## config.mk

```make
export PLATFORM = sky130hd
export DESIGN_NAME = kf_databank_flat
export DESIGN_NICKNAME = d
export VERILOG_FILES = /design/src/rtl/kf_pkg.sv /design/src/rtl/kf_databank_if.sv /design/src/rtl/kf_clear_seq.sv /design/src/rtl/kf_databank.sv /design/src/flat_wrapper.sv
export SDC_FILE = /design/constraint.sdc
export NUM_CORES = 1
export LEC_CHECK = 0
export ABC_AREA = 1
export CELL_PAD_IN_SITES_DETAIL_PLACEMENT = 1
export CELL_PAD_IN_SITES_GLOBAL_PLACEMENT = 2
export CORE_MARGIN = 1
export CORE_UTILIZATION = 39
export CTS_CLUSTER_SIZE = 25
export DETAILED_ROUTE_END_ITERATION = 8
export PLACE_DENSITY_LB_ADDON = 0.2
export SLEW_MARGIN = 10
export SYNTH_ARGS = -nofsm -noshare
export SYNTH_HDL_FRONTEND = slang
export SYNTH_SLANG_ARGS = --single-unit
```

## constraint.sdc

```tcl
create_clock -name CLK -period 3 [get_ports CLK]
set_clock_uncertainty 0.05 [all_clocks]
set_input_delay 0.45 -clock CLK [delete_from_list [all_inputs] [get_ports CLK]]
set_output_delay 0.45 -clock CLK [all_outputs]
set_load 0.01 [all_outputs]
```

## src/rtl/kf_pkg.sv

```systemverilog
// Shared types and sizes for the Kalman filter datapath storage stage.
// Contents: word/address/write-counter widths, databank FSM state enum,
// and a saturating-increment helper for the write counter.
package kf_pkg;

  localparam int unsigned KF_W       = 24;
  localparam int unsigned KF_ADDRW   = 5;
  localparam int unsigned KF_WRCNT_W = 16;

  typedef enum logic {
    SWEEP,
    RUN
  } kf_db_state_t;

  // Increment that sticks at all-ones instead of wrapping.
  function automatic logic [KF_WRCNT_W-1:0] kf_sat_inc(input logic [KF_WRCNT_W-1:0] v);
    return (v == '1) ? v : v + KF_WRCNT_W'(1);
  endfunction

endpackage

```

## src/rtl/kf_databank_if.sv

```systemverilog
// Router-to-databank bus: write data, two read addresses, write strobe,
// clear request, plus the two read operands, busy flag and write count.
// Modports: master (router / producer side), slave (kf_databank).
interface kf_databank_if
  import kf_pkg::*;
#(
  parameter int unsigned W     = KF_W,
  parameter int unsigned ADDRW = KF_ADDRW
);

  logic [W-1:0]          db_data;
  logic [ADDRW-1:0]      db_dira;
  logic [ADDRW-1:0]      db_dirb;
  logic                  db_write;
  logic                  CLEAR;
  logic [W-1:0]          DOUT_A;
  logic [W-1:0]          DOUT_B;
  logic                  BUSY;
  logic [KF_WRCNT_W-1:0] WR_CNT;

  modport master (
    output db_data, db_dira, db_dirb, db_write, CLEAR,
    input  DOUT_A, DOUT_B, BUSY, WR_CNT
  );

  modport slave (
    input  db_data, db_dira, db_dirb, db_write, CLEAR,
    output DOUT_A, DOUT_B, BUSY, WR_CNT
  );

endinterface

```

## src/rtl/kf_clear_seq.sv

```systemverilog
// Self-clearing sweep sequencer for the databank.
// After reset, or on a clear request while running, it walks every entry
// once, asking the top level to write zero there, then hands the array over.
// Ports: clk, rst (async, active-high), clear (sweep request),
//        busy (sweep in progress), sweep_we / sweep_addr (zeroing write port).
module kf_clear_seq
  import kf_pkg::*;
#(
  parameter int unsigned ADDRW = KF_ADDRW,
  parameter int unsigned DEPTH = 1 << ADDRW
) (
  input  logic             clk,
  input  logic             rst,
  input  logic             clear,
  output logic             busy,
  output logic             sweep_we,
  output logic [ADDRW-1:0] sweep_addr
);

  localparam logic [ADDRW-1:0] LAST = ADDRW'(DEPTH - 1);

  kf_db_state_t     state;
  logic [ADDRW-1:0] ptr;

  // Sweep/run state machine; a clear request during a sweep is ignored.
  always_ff @(posedge clk or posedge rst) begin
    if (rst) begin
      state <= SWEEP;
      ptr   <= '0;
      busy  <= 1'b1;
    end else begin
      case (state)
        SWEEP: begin
          if (ptr == LAST) begin
            state <= RUN;
            ptr   <= '0;
            busy  <= 1'b0;
          end else begin
            ptr <= ptr + ADDRW'(1);
          end
        end
        RUN: begin
          if (clear) begin
            state <= SWEEP;
            ptr   <= '0;
            busy  <= 1'b1;
          end
        end
        default: begin
          state <= SWEEP;
          ptr   <= '0;
          busy  <= 1'b1;
        end
      endcase
    end
  end

  assign sweep_we   = (state == SWEEP);
  assign sweep_addr = ptr;

endmodule

```

## src/rtl/kf_databank.sv

```systemverilog
// Kalman filter working-state register bank: DEPTH x W, one write port
// (address shared with read port A) and two registered read ports.
// Ports: CLK, RST (async, active-high), bus (kf_databank_if.slave).
// Build option: KF_DATABANK_BYPASS_EN selects write-first reads on an
// address collision; when undefined the read ports return pre-write data.
module kf_databank
  import kf_pkg::*;
#(
  parameter int unsigned W     = KF_W,
  parameter int unsigned ADDRW = KF_ADDRW,
  parameter int unsigned DEPTH = 1 << ADDRW
) (
  input  logic            CLK,
  input  logic            RST,
  kf_databank_if.slave    bus
);

  localparam int unsigned AW1 = ADDRW + 1;

  logic [W-1:0]          mem [DEPTH];
  logic                  busy;
  logic                  sweep_we;
  logic [ADDRW-1:0]      sweep_addr;
  logic                  in_a;
  logic                  in_b;
  logic                  run_we;
  logic                  mem_we;
  logic [ADDRW-1:0]      mem_addr;
  logic [W-1:0]          mem_wdata;
  logic [W-1:0]          rd_a;
  logic [W-1:0]          rd_b;
  logic [W-1:0]          dout_a;
  logic [W-1:0]          dout_b;
  logic [KF_WRCNT_W-1:0] wr_cnt;

  kf_clear_seq #(
    .ADDRW (ADDRW),
    .DEPTH (DEPTH)
  ) u_clear_seq (
    .clk        (CLK),
    .rst        (RST),
    .clear      (bus.CLEAR),
    .busy       (busy),
    .sweep_we   (sweep_we),
    .sweep_addr (sweep_addr)
  );

  // Addresses past DEPTH only exist when DEPTH < 2**ADDRW.
  assign in_a   = {1'b0, bus.db_dira} < AW1'(DEPTH);
  assign in_b   = {1'b0, bus.db_dirb} < AW1'(DEPTH);
  assign run_we = bus.db_write && in_a && !busy;

  // Sweep owns the write port while it runs; router writes are dropped.
  assign mem_we    = sweep_we || run_we;
  assign mem_addr  = sweep_we ? sweep_addr : bus.db_dira;
  assign mem_wdata = sweep_we ? '0 : bus.db_data;

  // Storage array, deliberately without reset; the sweep zeroes it.
  always_ff @(posedge CLK) begin
    if (mem_we) begin
      mem[mem_addr] <= mem_wdata;
    end
  end

  // Read-port A data, including collision handling with the write.
  always_comb begin
    rd_a = '0;
    if (in_a) begin
      rd_a = mem[bus.db_dira];
    end
`ifdef KF_DATABANK_BYPASS_EN
    if (run_we) begin
      rd_a = bus.db_data;
    end
`endif
  end

  // Read-port B data, bypassing only when its address matches the write.
  always_comb begin
    rd_b = '0;
    if (in_b) begin
      rd_b = mem[bus.db_dirb];
    end
`ifdef KF_DATABANK_BYPASS_EN
    if (run_we && (bus.db_dirb == bus.db_dira)) begin
      rd_b = bus.db_data;
    end
`endif
  end

  // Output registers and accepted-write counter.
  always_ff @(posedge CLK or posedge RST) begin
    if (RST) begin
      dout_a <= '0;
      dout_b <= '0;
      wr_cnt <= '0;
    end else begin
      if (busy) begin
        dout_a <= '0;
        dout_b <= '0;
      end else begin
        dout_a <= rd_a;
        dout_b <= rd_b;
        if (bus.CLEAR) begin
          wr_cnt <= '0;
        end else if (run_we) begin
          wr_cnt <= kf_sat_inc(wr_cnt);
        end
      end
    end
  end

  assign bus.DOUT_A = dout_a;
  assign bus.DOUT_B = dout_b;
  assign bus.BUSY   = busy;
  assign bus.WR_CNT = wr_cnt;

endmodule

```

## src/flat_wrapper.sv

```systemverilog
// flat-port wrapper written by rule: the top's interface ports become plain ports
module kf_databank_flat import kf_pkg::*;
#(
  parameter int unsigned W     = KF_W,
  parameter int unsigned ADDRW = KF_ADDRW,
  parameter int unsigned DEPTH = 1 << ADDRW
)
  (CLK, RST, bus_db_data, bus_db_dira, bus_db_dirb, bus_db_write, bus_CLEAR, bus_DOUT_A, bus_DOUT_B, bus_BUSY, bus_WR_CNT);
  kf_databank_if #(.W(W), .ADDRW(ADDRW)) bus_i ();
  input  logic CLK;
  input  logic RST;
  input wire logic [$bits(bus_i.db_data)-1:0] bus_db_data;
  input wire logic [$bits(bus_i.db_dira)-1:0] bus_db_dira;
  input wire logic [$bits(bus_i.db_dirb)-1:0] bus_db_dirb;
  input wire logic [$bits(bus_i.db_write)-1:0] bus_db_write;
  input wire logic [$bits(bus_i.CLEAR)-1:0] bus_CLEAR;
  output wire logic [$bits(bus_i.DOUT_A)-1:0] bus_DOUT_A;
  output wire logic [$bits(bus_i.DOUT_B)-1:0] bus_DOUT_B;
  output wire logic [$bits(bus_i.BUSY)-1:0] bus_BUSY;
  output wire logic [$bits(bus_i.WR_CNT)-1:0] bus_WR_CNT;
  assign bus_i.db_data = bus_db_data;
  assign bus_i.db_dira = bus_db_dira;
  assign bus_i.db_dirb = bus_db_dirb;
  assign bus_i.db_write = bus_db_write;
  assign bus_i.CLEAR = bus_CLEAR;
  assign bus_DOUT_A = bus_i.DOUT_A;
  assign bus_DOUT_B = bus_i.DOUT_B;
  assign bus_BUSY = bus_i.BUSY;
  assign bus_WR_CNT = bus_i.WR_CNT;
  kf_databank #(.W(W), .ADDRW(ADDRW), .DEPTH(DEPTH)) u_core (.CLK(CLK), .RST(RST), .bus(bus_i));
endmodule
```

==> out/metrics.yaml <==
status:
  outcome: "complete, but fails checks"
  violations: "DRC"
cts:
  cts.sinks: 839
  ctsResizeCount: 0
  cts_made_buffers: 97
  cts_setup_buffers: 0
  postCtsHoldBufs: 0
  htree_num_levels: 3
  clk_pin_slew_ps: 60
  cts-root-buf: "clkbuf_16"
  clockBufferDepth: 3
  clk_latency_ps: 690
  cts_tree: "done"
yosys:
  synth_seq_cells: 839
  yosysTopAreaCellShare: 0.5534
  ys_types: 31
  syn_avg_cell_area_um2: 8.718
  ys_async_sr_fraction: 0.08462
  synth_nets: 4821
  synth_top_cell_by_area: "edfxtp_1"
  synth_area_leaders: "edfxtp_1 (55%), nand2_1 (18%), nand3_1 (13%), dfrtp_1 (4.2%), nor2_1 (2.5%)"
  ys.flop_type: "edfxtp_1"
  yosys_warnings: 0
  synth_edf_count: 768
  netlist_area_um2: 41670
  synth-seq-area-share: 0.5961
  synthCells: 4780
routing:
  dr.first_iter.drc_count: 3655
  antenna_left: 0
  dr_total_vias: 36540
  first_pass_iters: 9
  routed_wl_um: 174200
  drt-vias-per-instance: 5.780
  drc: 9
  wl_per_cell_um: 27.56
layout:
  final_core_util: 0.4599
  fin_cells: 6321
  multi_input_area_um2: 15120
  drive_above_1_share: 0.08357
  fillers: 12060
  register_area_um2: 24840
  synthToLayoutAreaGrowth_pct: 16.50
  nets: 4891
  insertedDiodeCount: 0
power_and_ir_drop:
  p_comb_frac: 0.228
  switchingPower_uw: 12170
  switching_share: 0.3290
  power_density_nw_per_um2: 761.6
  internal_power_uw: 24810
  pwr-share-seq: 0.438
  clock_power_share: 0.333
  leakagePower_uw: 0.01942
  ir_drop_uv: 630.6
setup_path:
  cp-end-kind: "register"
  reg2reg_from: "u_core.u_clear_seq.state"
  r2r-end: "u_core.mem[14][16]"
  start_kind: "register"
  endpoint: "u_core.mem[14][16]"
  crit_type: "register to register"
  reg2reg_depth: 7
  crit_fanout: 16
  r2r_setup_slack_ps: 420
  arrival_ps: 2840
  worstPathRequired_ps: 3260
  critPathLaunch: "u_core.u_clear_seq.state"
global_route:
  grt_max_degree: 97
  grt_overflow: 0
  grt_pass1_vias: 37010
  antenna_found_initial: 5
  gr-usage-all-layers: 0.3216
  grt_pass1_wl_um: 254600
placement:
  dp_hpwl_um: 101800
  portBuffers: 102
  place_congestion: 0.8305
  place_inst: 6142
floorplan:
  core_um2: 105600
  die_area_um2: 108200
  die_w_um: 328.9
  die_h_um: 328.9
  rows: 119
  initial_core_util: 0.3948
  io_pins: 103
timing:
  period_share: 0.8588
  hold_ws_ps: 162.0
  tns_ps: 0
  min_period_ps: 2576
  slew_violations: 0
  rsz0062_at_grt: "false"
  fmax_mhz: 388.1
  max-slew-margin-rel: 0.2890
  setup_viol: 0
  hold_violations: 0
  tightest_slew_ps: 1067
flow_run:
  maxCapViolations: 0
hold_path:
  hp-class: "input pin to async pin"
==> worst max-delay path, cell delays in order (launching register included) <==
cell     delay (ps)
dfrtp_2         450
buf_4           190
o21ai_0         340
inv_1           100
nor2_1          150
nand2_1         270
nor2_4          180
buf_4           440
==> cells in the final DEF (no fill, tap or decap), drive strengths merged <==
cell           count
clkdlybuf4s50     92
dfstp              1
nor3               9
o2bb2ai            1
nand2           1958
nand3           1048
inv               88
bufinv            12
nor2             284
clkinv            29
ha                 3
o22ai              3
o21bai             1
dfrtp             70
o21ai            128
a21oi             72
edfxtp           768
nand4              4
buf              212
xor2               4
or2                2
clkbuf           135
clkinvlp           6
==> final cells by class <==
| type | count | share of cell area |
|---|---|---|
| clock buffer | 133 | 0.05551 |
| clock inverter | 46 | 0.01129 |
| inverter | 89 | 0.007809 |
| multi-input combinational | 3517 | 0.3115 |
| sequential | 839 | 0.5117 |
| tap | 1391 | 0.03585 |
| timing repair buffer | 306 | 0.06639 |
==> kinds of logic (layout without fill, tap and decap cells) <==
logic type,Yosys count,after routing,share of synthesized area
fa+ha+maj,3,3,0.0009008
buf+inv,424,574,0.04678
flops,839,839,0.5961
simple gates,3305,3305,0.3305
xor+xnor,4,4,0.0008406
compound gates,205,205,0.02495
==> registers in the layout (all words and copies together), names as in the netlist <==
signal,flops
u_core.bus.DOUT_A,24
u_core.bus.DOUT_B,24
u_core.bus.WR_CNT,16
u_core.mem,768
u_core.u_clear_seq.busy,1
u_core.u_clear_seq.state,1
u_core.u_clear_seq.sweep_addr,5
==> per-layer routing <==
layer  GRT usage  share of wire  vias to the layer above
met5           0       0.000075                        -
met4      0.1066          0.034                        2
met3     0.04348          0.067                      294
met2      0.5193           0.47                     1500
met1      0.4449           0.43                    18490
li1            -              -                    16250
==> power groups by stage <==
| stage | sequential [µW] | combinational, µW | clock, µW |
|---|---|---|---|
| 6_report | 16200 | 8430 | 12300 |
| 3_5_place_dp | 16400 | 8360 | 0 |
| 2_1_floorplan | 16200 | 3860 | 0 |
| 4_1_cts | 16200 | 8400 | 12500 |
| 5_1_grt | 16300 | 9000 | 12900 |
| 3_3_place_gp | 16400 | 8220 | 0 |
==> how the worst min path moves through the flow <==
stage                                                 from                               end
after detailed placement              u_core.bus.WR_CNT[1]              u_core.bus.WR_CNT[1]
after global routing                                   RST              u_core.bus.DOUT_A[4]
after floorplan           u_core.u_clear_seq.sweep_addr[4]  u_core.u_clear_seq.sweep_addr[4]
after global placement                u_core.bus.WR_CNT[1]              u_core.bus.WR_CNT[1]
final                                                  RST              u_core.bus.DOUT_A[4]
after CTS                                              RST              u_core.bus.DOUT_A[4]
==> synth_stat cells, types with 3 or more instances <==
| master | n |
|---|---|
| a21oi_1 | 71 |
| buf_1 | 48 |
| buf_2 | 144 |
| buf_4 | 43 |
| clkbuf_1 | 98 |
| clkinv_1 | 3 |
| dfrtp_1 | 70 |
| edfxtp_1 | 768 |
| ha_1 | 3 |
| inv_1 | 81 |
| inv_2 | 4 |
| nand2_1 | 1956 |
| nand3_1 | 1047 |
| nand4_1 | 4 |
| nor2_1 | 283 |
| nor3_1 | 8 |
| o21ai_0 | 120 |
| o21ai_1 | 8 |
| o22ai_1 | 3 |
| xor2_1 | 4 |
==> stage by stage <==
| step | setup WS (ps) | total power, µW | area [µm²] |
|---|---|---|---|
| finish | 423.6 | 36970 | 48550 |
| global route | 372.4 | 38200 | 48550 |
| CTS | 463.2 | 37060 | 48550 |
| detailed placement | 352.0 | 24760 | 45310 |
| global placement | 367.3 | 24600 | 45310 |
| floorplan | 181.5 | 20050 | 41670 |
(Power assumes the default switching activity.)
